`src/rtl/mac_host_driver_pkg.sv`:
```
// Shared definitions for the MAC host driver: widths, FSM encodings and the latched command payload.
package mac_host_driver_pkg;

    localparam int unsigned BYTE_W       = 8;
    localparam int unsigned RES_W        = 16;
    localparam int unsigned STATE_W      = 3;
    localparam int unsigned RD_DELAY_DEF = 4;

    localparam logic [STATE_W-1:0] ST_IDLE    = 3'd0;
    localparam logic [STATE_W-1:0] ST_FLUSH   = 3'd1;
    localparam logic [STATE_W-1:0] ST_SEND_A  = 3'd2;
    localparam logic [STATE_W-1:0] ST_SEND_B  = 3'd3;
    localparam logic [STATE_W-1:0] ST_WAIT    = 3'd4;
    localparam logic [STATE_W-1:0] ST_READ_LO = 3'd5;
    localparam logic [STATE_W-1:0] ST_READ_HI = 3'd6;
    localparam logic [STATE_W-1:0] ST_RESP    = 3'd7;

    typedef struct packed {
        logic [BYTE_W-1:0] a;
        logic [BYTE_W-1:0] b;
        logic              clear_mult;
        logic              signed_mode;
    } cmd_t;

endpackage

```
`src/rtl/mac_host_driver.sv`:
```
// Host-side initiator for the MAC peripheral's 2-cycle byte protocol: sends A+ctl then B,
// waits RD_DELAY idle cycles, captures the 16-bit result a byte at a time and returns it.
module mac_host_driver
    import mac_host_driver_pkg::*;
#(
    parameter int unsigned RD_DELAY = RD_DELAY_DEF
) (
    input  logic              clk,
    input  logic              rst_n,
    input  logic              cmd_valid,
    output logic              cmd_ready,
    input  logic [BYTE_W-1:0] cmd_a,
    input  logic [BYTE_W-1:0] cmd_b,
    input  logic              cmd_clear_mult,
    input  logic              cmd_signed,
    output logic              rsp_valid,
    input  logic              rsp_ready,
    output logic [RES_W-1:0]  rsp_result,
    output logic              rsp_overflow,
    output logic              bus_enable,
    output logic [BYTE_W-1:0] bus_data,
    output logic              bus_clear_and_mult,
    output logic              bus_signed_mode,
    input  logic [BYTE_W-1:0] bus_rdata,
    input  logic              bus_overflow,
    input  logic              bus_data_ready,
    input  logic              bus_frame_valid,
    output logic              frame_err
);

    localparam int unsigned CNT_W = $clog2(RD_DELAY + 1);

    logic [STATE_W-1:0] state, state_d;
    cmd_t               cmd_q, cmd_d;
    logic [CNT_W-1:0]   cnt_q, cnt_d;
    logic               stall_q, stall_d;

    logic               cmd_ready_d;
    logic               rsp_valid_d;
    logic [RES_W-1:0]   rsp_result_d;
    logic               rsp_overflow_d;
    logic               bus_enable_d;
    logic [BYTE_W-1:0]  bus_data_d;
    logic               bus_clear_and_mult_d;
    logic               bus_signed_mode_d;
    logic               frame_err_d;

    // State register
    always_ff @(posedge clk or negedge rst_n) begin
        if (!rst_n) begin
            state <= ST_IDLE;
        end else begin
            state <= state_d;
        end
    end

    // Datapath and output registers; outputs are decoded from the next state so they line up with it
    always_ff @(posedge clk or negedge rst_n) begin
        if (!rst_n) begin
            cmd_q              <= '0;
            cnt_q              <= '0;
            stall_q            <= 1'b0;
            cmd_ready          <= 1'b0;
            rsp_valid          <= 1'b0;
            rsp_result         <= '0;
            rsp_overflow       <= 1'b0;
            bus_enable         <= 1'b0;
            bus_data           <= '0;
            bus_clear_and_mult <= 1'b0;
            bus_signed_mode    <= 1'b0;
            frame_err          <= 1'b0;
        end else begin
            cmd_q              <= cmd_d;
            cnt_q              <= cnt_d;
            stall_q            <= stall_d;
            cmd_ready          <= cmd_ready_d;
            rsp_valid          <= rsp_valid_d;
            rsp_result         <= rsp_result_d;
            rsp_overflow       <= rsp_overflow_d;
            bus_enable         <= bus_enable_d;
            bus_data           <= bus_data_d;
            bus_clear_and_mult <= bus_clear_and_mult_d;
            bus_signed_mode    <= bus_signed_mode_d;
            frame_err          <= frame_err_d;
        end
    end

    // Next-state, datapath capture and registered-output decode
    always_comb begin
        state_d              = state;
        cmd_d                = cmd_q;
        cnt_d                = cnt_q;
        stall_d              = 1'b0;
        rsp_result_d         = rsp_result;
        rsp_overflow_d       = rsp_overflow;
        frame_err_d          = 1'b0;
        cmd_ready_d          = 1'b0;
        rsp_valid_d          = 1'b0;
        bus_enable_d         = 1'b0;
        bus_data_d           = '0;
        bus_clear_and_mult_d = 1'b0;
        bus_signed_mode_d    = 1'b0;

        case (state)
            ST_IDLE: begin
                if (cmd_valid && cmd_ready) begin
                    cmd_d.a           = cmd_a;
                    cmd_d.b           = cmd_b;
                    cmd_d.clear_mult  = cmd_clear_mult;
                    cmd_d.signed_mode = cmd_signed;
                    state_d           = ST_SEND_A;
                end else if (!bus_data_ready) begin
                    // Second consecutive not-ready cycle: peripheral is stuck waiting for byte 2
                    if (stall_q) begin
                        state_d = ST_FLUSH;
                    end else begin
                        stall_d = 1'b1;
                    end
                end
            end
            ST_FLUSH:  state_d = ST_IDLE;
            ST_SEND_A: state_d = ST_SEND_B;
            ST_SEND_B: begin
                state_d = ST_WAIT;
                cnt_d   = CNT_W'(1);
            end
            ST_WAIT: begin
                cnt_d = cnt_q + CNT_W'(1);
                if ((cnt_q == CNT_W'(1)) && !bus_frame_valid) begin
                    frame_err_d = 1'b1;
                end
                if (cnt_q == CNT_W'(RD_DELAY - 1)) begin
                    state_d = ST_READ_LO;
                end
            end
            ST_READ_LO: begin
                rsp_result_d[BYTE_W-1:0] = bus_rdata;
                rsp_overflow_d           = bus_overflow;
                state_d                  = ST_READ_HI;
            end
            ST_READ_HI: begin
                rsp_result_d[RES_W-1:BYTE_W] = bus_rdata;
                state_d                      = ST_RESP;
            end
            ST_RESP: begin
                if (rsp_ready) begin
                    state_d = ST_IDLE;
                end
            end
            default: state_d = ST_IDLE;
        endcase

        cmd_ready_d = (state_d == ST_IDLE) && bus_data_ready;
        rsp_valid_d = (state_d == ST_RESP);

        case (state_d)
            ST_FLUSH: begin
                bus_enable_d = 1'b1;
            end
            ST_SEND_A: begin
                bus_enable_d         = 1'b1;
                bus_data_d           = cmd_d.a;
                bus_clear_and_mult_d = cmd_d.clear_mult;
                bus_signed_mode_d    = cmd_d.signed_mode;
            end
            ST_SEND_B: begin
                bus_enable_d         = 1'b1;
                bus_data_d           = cmd_d.b;
                bus_clear_and_mult_d = cmd_d.clear_mult;
                bus_signed_mode_d    = cmd_d.signed_mode;
            end
            default: ;
        endcase
    end

endmodule
```
`config.mk`:
```
export PLATFORM = sky130hd
export DESIGN_NAME = mac_host_driver
export DESIGN_NICKNAME = d
export VERILOG_FILES = /design/src/rtl/mac_host_driver_pkg.sv /design/src/rtl/mac_host_driver.sv
export SDC_FILE = /design/constraint.sdc
export NUM_CORES = 1
export LEC_CHECK = 0
export CORE_ASPECT_RATIO = 0.6
export CORE_MARGIN = 10
export CORE_UTILIZATION = 40
export CTS_BUF_LIST = sky130_fd_sc_hd__clkbuf_16
export CTS_CLUSTER_SIZE = 40
export DETAILED_ROUTE_END_ITERATION = 10
export PLACE_DENSITY = 0.85
export SLEW_MARGIN = 20
export SYNTH_ARGS = -nofsm -noshare
export SYNTH_HDL_FRONTEND = slang
export SYNTH_SLANG_ARGS = --single-unit
export TNS_END_PERCENT = 10
```
`constraint.sdc`:
```
create_clock -name clk -period 1.75 [get_ports clk]
set_input_delay 0.35 -clock clk [delete_from_list [all_inputs] [get_ports clk]]
set_output_delay 0.35 -clock clk [all_outputs]
set_load 0.05 [all_outputs]
```
==> results of run 1 <==
==> cell type report <==
| type | count | area [um2] | share of cell area, % |
|---|---|---|---|
| clock inverters | 3 | 15.0 | 0.549 |
| repair buffers | 73 | 623 | 22.8 |
| well taps | 63 | 78.8 | 2.88 |
| clock buffers | 5 | 125 | 4.57 |
| multi-input cells | 85 | 673 | 24.6 |
| flip-flops and latches | 48 | 1200 | 43.9 |
| inverters | 5 | 18.8 | 0.686 |
==> cell usage after synthesis (2+ instances only) <==
| cell type | instances | area share (%) |
|---|---|---|
| a21oi_1 | 5 | 1.3 |
| a22oi_1 | 11 | 4.3 |
| a311oi_1 | 2 | 0.91 |
| buf_1 | 3 | 0.58 |
| clkbuf_1 | 2 | 0.39 |
| dfrtp_1 | 48 | 62 |
| ha_1 | 3 | 1.9 |
| inv_1 | 5 | 0.97 |
| mux2_2 | 23 | 13 |
| mux2_4 | 5 | 3.9 |
| nand2_1 | 7 | 1.4 |
| nor2_1 | 14 | 2.7 |
| o21ai_0 | 2 | 0.52 |
==> registers in the layout (all words and copies together), names as in the netlist <==
| register | flops |
|---|---|
| rsp_result | 16 |
| cmd_q | 10 |
| bus_data | 8 |
| cnt_q | 3 |
| state | 3 |
| bus_clear_and_mult | 1 |
| bus_enable | 1 |
| bus_signed_mode | 1 |
| cmd_ready | 1 |
| frame_err | 1 |
| rsp_overflow | 1 |
| rsp_valid | 1 |
| stall_q | 1 |
==> power by group through the flow <==
stage | clock, uW | combinational (uW) | sequential [uW]
floorplan | 0 | 889 | 2610
global placement | 0 | 2550 | 1760
detailed placement | 0 | 2610 | 1770
CTS | 914 | 2610 | 1750
global route | 971 | 2780 | 1810
finish | 892 | 2590 | 1750
==> worst max path at each step <==
stage	endpoint	from
2_1_floorplan	cmd_q[3]	state[2]
4_1_cts	cmd_q[8]	state[2]
3_3_place_gp	cmd_q[4]	cmd_valid
6_report	cmd_q[8]	state[2]
5_1_grt	cmd_q[8]	state[2]
3_5_place_dp	cmd_q[8]	cmd_valid
==> per-layer routing <==
metal	GRT usage, %	vias to the layer above	wire (um)
met5	0	-	0
met3	6.38	5	572
li1	-	660	-
met2	17.9	62	1960
met1	15.8	672	2220
met4	3.02	0	40
==> cells by family after synthesis <==
family	Yosys count	share of synthesized area (%)
buffers and inverters	12	2.92
adders and majority gates	3	1.94
DFF	48	62.2
muxes	28	17.3
AOI/OAI and AO/OA	24	8.49
and+or+nand+nor	30	7.13
==> stage by stage <==
step / instances / setup TNS, ns / hold slack [ns]
2_1_floorplan: 145 / 0 / 0.0544
3_3_place_gp: 274 / -0.481 / 0.339
3_5_place_dp: 274 / -0.671 / 0.346
4_1_cts: 282 / 0 / 0.0379
5_1_grt: 282 / 0 / 0.0523
6_report: 282 / 0 / 0.0203
==> worst max-delay path, stage by stage, from the launching register on <==
cell     delay, ns
dfrtp_1       0.38
or2_1         0.27
or3_1         0.35
buf_4         0.20
mux2_4        0.31
==> cell usage in the layout, fill, tap and decap left out, drive strengths merged, types with 2 or more instances in the layout <==
cell	Yosys	final
a21oi	5	5
a22oi	11	11
a311oi	2	2
buf	5	42
clkbuf	2	5
clkdlybuf4s50	0	31
dfrtp	48	48
ha	3	3
inv	5	6
mux2	28	28
nand2	7	7
nor2	14	14
o21ai	2	2
==> flow_summary.toml, run 1 <==
[status]
status = "finished, final reports clean"

[worst_hold_path]
hold_class = "input pin to asynchronous set/reset pin"

[routing]
dr.first_iter.drc_count = 68
vias = 1399
firstDrtPassIters = 4
routed_wl_mm = 4.80
ant_nets = 0
avgRoutedWirePerCell_um = 17.0
drcViolationCount = 0
avgViaCountPerCell = 4.96

[global_route]
grt_usage_pct = 12.3
antenna_found_initial = 0
grt_max_degree = 23
grt_first_pass_wirelength_mm = 7.77
grt_overflow_total = 0
grt_pass1_vias = 1534

[power_and_ir_drop]
power_density_mw_per_mm2 = 1910
power_uw = 5230
power_frac_clock_pct = 17.0
p_sw_share_pct = 42.5
leakage_uw = 0.00128
seqPwrFrac_pct = 33.5
switchingPower_uw = 2230
combPwrFrac_pct = 49.4
p_int_uw = 3010
ir_drop_mv = 0.676

[place]
dpl.hpwl_mm = 3.73
gp_congestion = 0.820
portBuffers = 63
dpl_worst_slack_ns = -0.0861
placed_area_mm2 = 0.00260

[sta]
slew_headroom_pct = 66.8
period_share_pct = 92.4
max_freq_ghz = 0.618
post-route-min-period_ns = 1.62
finalSetupViolCount = 0
setup_ws_ns = 0.132
finClkSkew_ns = 0.00413
slew_violations = 0
worst_pin_slew_ns = 0.496
rsz0062_at_grt = "false"
finalHoldViolCount = 0

[yosys]
synth_edf_count = 0
ys_ff_latch = 48
syn_inst = 145
yosysSeqAreaShare_pct = 62.2
syn-num-nets = 181
yosys.cell_types.count = 28
synthFlopType = "dfrtp_1"
synth_warnings = 0
synth_area_per_cell_um2 = 13.3
syn-cell-area_mm2 = 0.00193
async_flop_share_pct = 100

[clock_network]
cts_num_sinks = 48
cts_resized = 0
cts_setup_buffers = 0
clk_pin_slew_ns = 0.06
clk_latency_ns = 0.28
tritoncts = "yes"
cts_htree_levels = 2
holdBufCountCts = 0
cts-root-buf = "clkbuf_16"
cts_buffer_depth = 2
numCtsBuffers = 5

[worst_setup_path]
cp_max_fo = 10
rr_endpoint = "cmd_q[8]"
end_kind = "flip-flop"
start_kind = "flip-flop"
timing.rr.start = "state[2]"
ff2ff_path_depth = 4
crit_type = "flip-flop to flip-flop"
cp.arrival_ns = 1.79
r2r_setup_slack_ns = 0.13
worstPathRequired_ns = 1.92

[floorplan]
io_pins = 64
coreArea_mm2 = 0.00461
num_rows = 19
start_util_pct = 41.9
chipHeight_um = 73.8
die_w_um = 110
die_area_mm2 = 0.00810

[layout]
area_growth_pct = 41.7
final_area_mm2 = 0.00274
num_antenna_cells = 0
fillCellCount = 388
drive_gt1_share_pct = 35.2
fin_util_pct = 59.3
nNetsFinal = 254

[job]
drv_cap = 0
No activity file was read; power rests on OpenSTA's default activity.
==> run 2: changes to the inputs <==
--- a/config.mk
+++ b/config.mk
@@ -6,12 +6,13 @@
 export NUM_CORES = 1
 export LEC_CHECK = 0
 export CORE_ASPECT_RATIO = 0.6
-export CORE_MARGIN = 10
+export CORE_MARGIN = 4
 export CORE_UTILIZATION = 40
 export CTS_BUF_LIST = sky130_fd_sc_hd__clkbuf_16
 export CTS_CLUSTER_SIZE = 40
 export DETAILED_ROUTE_END_ITERATION = 10
 export PLACE_DENSITY = 0.85
+export SKIP_LAST_GASP = 1
 export SLEW_MARGIN = 20
 export SYNTH_ARGS = -nofsm -noshare
 export SYNTH_HDL_FRONTEND = slang
==> run 2 against run 1 <==
Effect of this change:
- via count fell by 0.57%
- global-route usage rose by 2.2 points
- clock-buffer cell count did not move
- worst hold slack improved by 0.42 ns
- combinational power fell by 2%
- critical path depth did not move
- critical endpoint is now rsp_result[4]
- largest power group unchanged
- highest routed layer is now met3
==> flow_summary.toml, run 2 (synthesis results as in run 1) <==
[sta]
fin_setup_tns_ns = 0
max_freq_ghz = 0.618
finalSetupViolCount = 0
slew_violations = 0
finClkSkew_ns = 0.00491
period_share_pct = 92.5
whs_ns = 0.439
worst_pin_slew_ns = 0.505
slew_headroom_pct = 66.2
rsz0062_at_grt = "false"
finalHoldViolCount = 0
post-route-min-period_ns = 1.62

[worst_setup_path]
endpoint = "rsp_result[4]"
cp.arrival_ns = 1.78
crit_type = "flip-flop to flip-flop"
worstPathRequired_ns = 1.91
cp_max_fo = 9
r2r_setup_slack_ns = 0.13
ff2ff_path_depth = 4
start_kind = "flip-flop"
rr_endpoint = "rsp_result[4]"
timing.rr.start = "state[1]"
worstSetupStartpoint = "state[1]"
end_kind = "flip-flop"

[floorplan]
die_w_um = 97.7
io_pins = 64
coreArea_mm2 = 0.00461
num_rows = 19
chipHeight_um = 61.8
die_area_mm2 = 0.00604
start_util_pct = 41.9

[routing]
avgViaCountPerCell = 4.95
firstDrtPassIters = 4
ant_nets = 0
vias = 1391
dr.first_iter.drc_count = 44
routed_wl_mm = 4.19
avgRoutedWirePerCell_um = 14.9
drcViolationCount = 0

[global_route]
met1_usage_pct = 19.8
grt_usage_pct = 14.5
grt.met2_usage_pct = 22.6
grt_pass1_vias = 1367
grt_max_degree = 22
antenna_found_initial = 0
gr-usage-met3_pct = 5.35
grt_first_pass_wirelength_mm = 6.82
grt_overflow_total = 0
grt-busiest-layer = "met2"

[layout]
final_area_mm2 = 0.00278
regMostFlops = "rsp_result"
largest_reg_flops = 16
drive_gt1_share_pct = 35.3
final_cell_mix = "dfrtp_1, buf_4, clkdlybuf4s50_1, mux2_2, nor2_1"
reg_top3 = "rsp_result (16), cmd_q (10), bus_data (8)"
nNetsFinal = 254
area_growth_pct = 44.2
final_common_cell = "dfrtp_1"
num_antenna_cells = 0

[power_and_ir_drop]
ir_drop_mv = 0.777
power_density_mw_per_mm2 = 1970
leakage_uw = 0.00130

[clock_network]
cts_buffer_depth = 2
cts_num_sinks = 48
clk_pin_slew_ns = 0.06
clk_latency_ns = 0.28
holdBufCountCts = 1
cts_setup_buffers = 0
cts-root-buf = "clkbuf_16"
cts_resized = 0
numCtsBuffers = 5
tritoncts = "yes"
cts_htree_levels = 2

[job]
drv_cap = 0

[worst_hold_path]
hold_class = "flip-flop to flip-flop"

[place]
placed_area_mm2 = 0.00259
gp_congestion = 0.777
portBuffers = 63
dpl.hpwl_mm = 3.12

[status]
status = "finished, final reports clean"
-- run 2: area by class of cell --
| type | instances | area (um2) |
|---|---|---|
| flip-flops and latches | 48 | 1200 |
| inverters | 5 | 18.8 |
| clock buffers | 5 | 125 |
| well taps | 63 | 78.8 |
| multi-input cells | 85 | 673 |
| fillers | 398 | 1830 |
| repair buffers | 73 | 626 |
| clock inverters | 2 | 60.1 |
-- run 2: per-stage QoR --
step,std cells,util [%],worst slack [ns],power [uW]
finish,281,60.4,0.132,5480
global placement,273,56.1,-0.0673,4270
detailed placement,273,56.1,-0.0941,4330
floorplan,145,-,0.0619,3500
CTS,281,60.4,0.111,5530
global route,281,60.4,0.0415,5800
-- run 2: metal layers --
layer / vias up / wire (um) / share of wire (%)
met5: - / 0 / 0
met4: 0 / 0 / 0
met3: 0 / 377 / 9.0
met2: 55 / 1780 / 42
met1: 675 / 2030 / 49
li1: 661 / - / -
-- run 2: worst min path at each step --
stage,start,to,depth (start not counted),slack (ns)
2_1_floorplan,rst_n,bus_clear_and_mult,0,0.05
3_3_place_gp,rst_n,frame_err,1,0.21
3_5_place_dp,rst_n,frame_err,1,0.21
4_1_cts,stall_q,stall_q,1,0.43
5_1_grt,stall_q,stall_q,1,0.44
6_report,stall_q,stall_q,1,0.44
-- run 2: where the power goes --
part	total, uW	switching, uW	internal (uW)
Sequential	1760	241	1520
Combinational	2540	1570	970
Clock	1180	372	810
-- run 2: worst max-delay path, cell delays in order, from the launching register on --
cell and delay (ns):
dfrtp_1 0.44, buf_4 0.19, inv_1 0.07, nand3_1 0.37, mux2_2 0.42
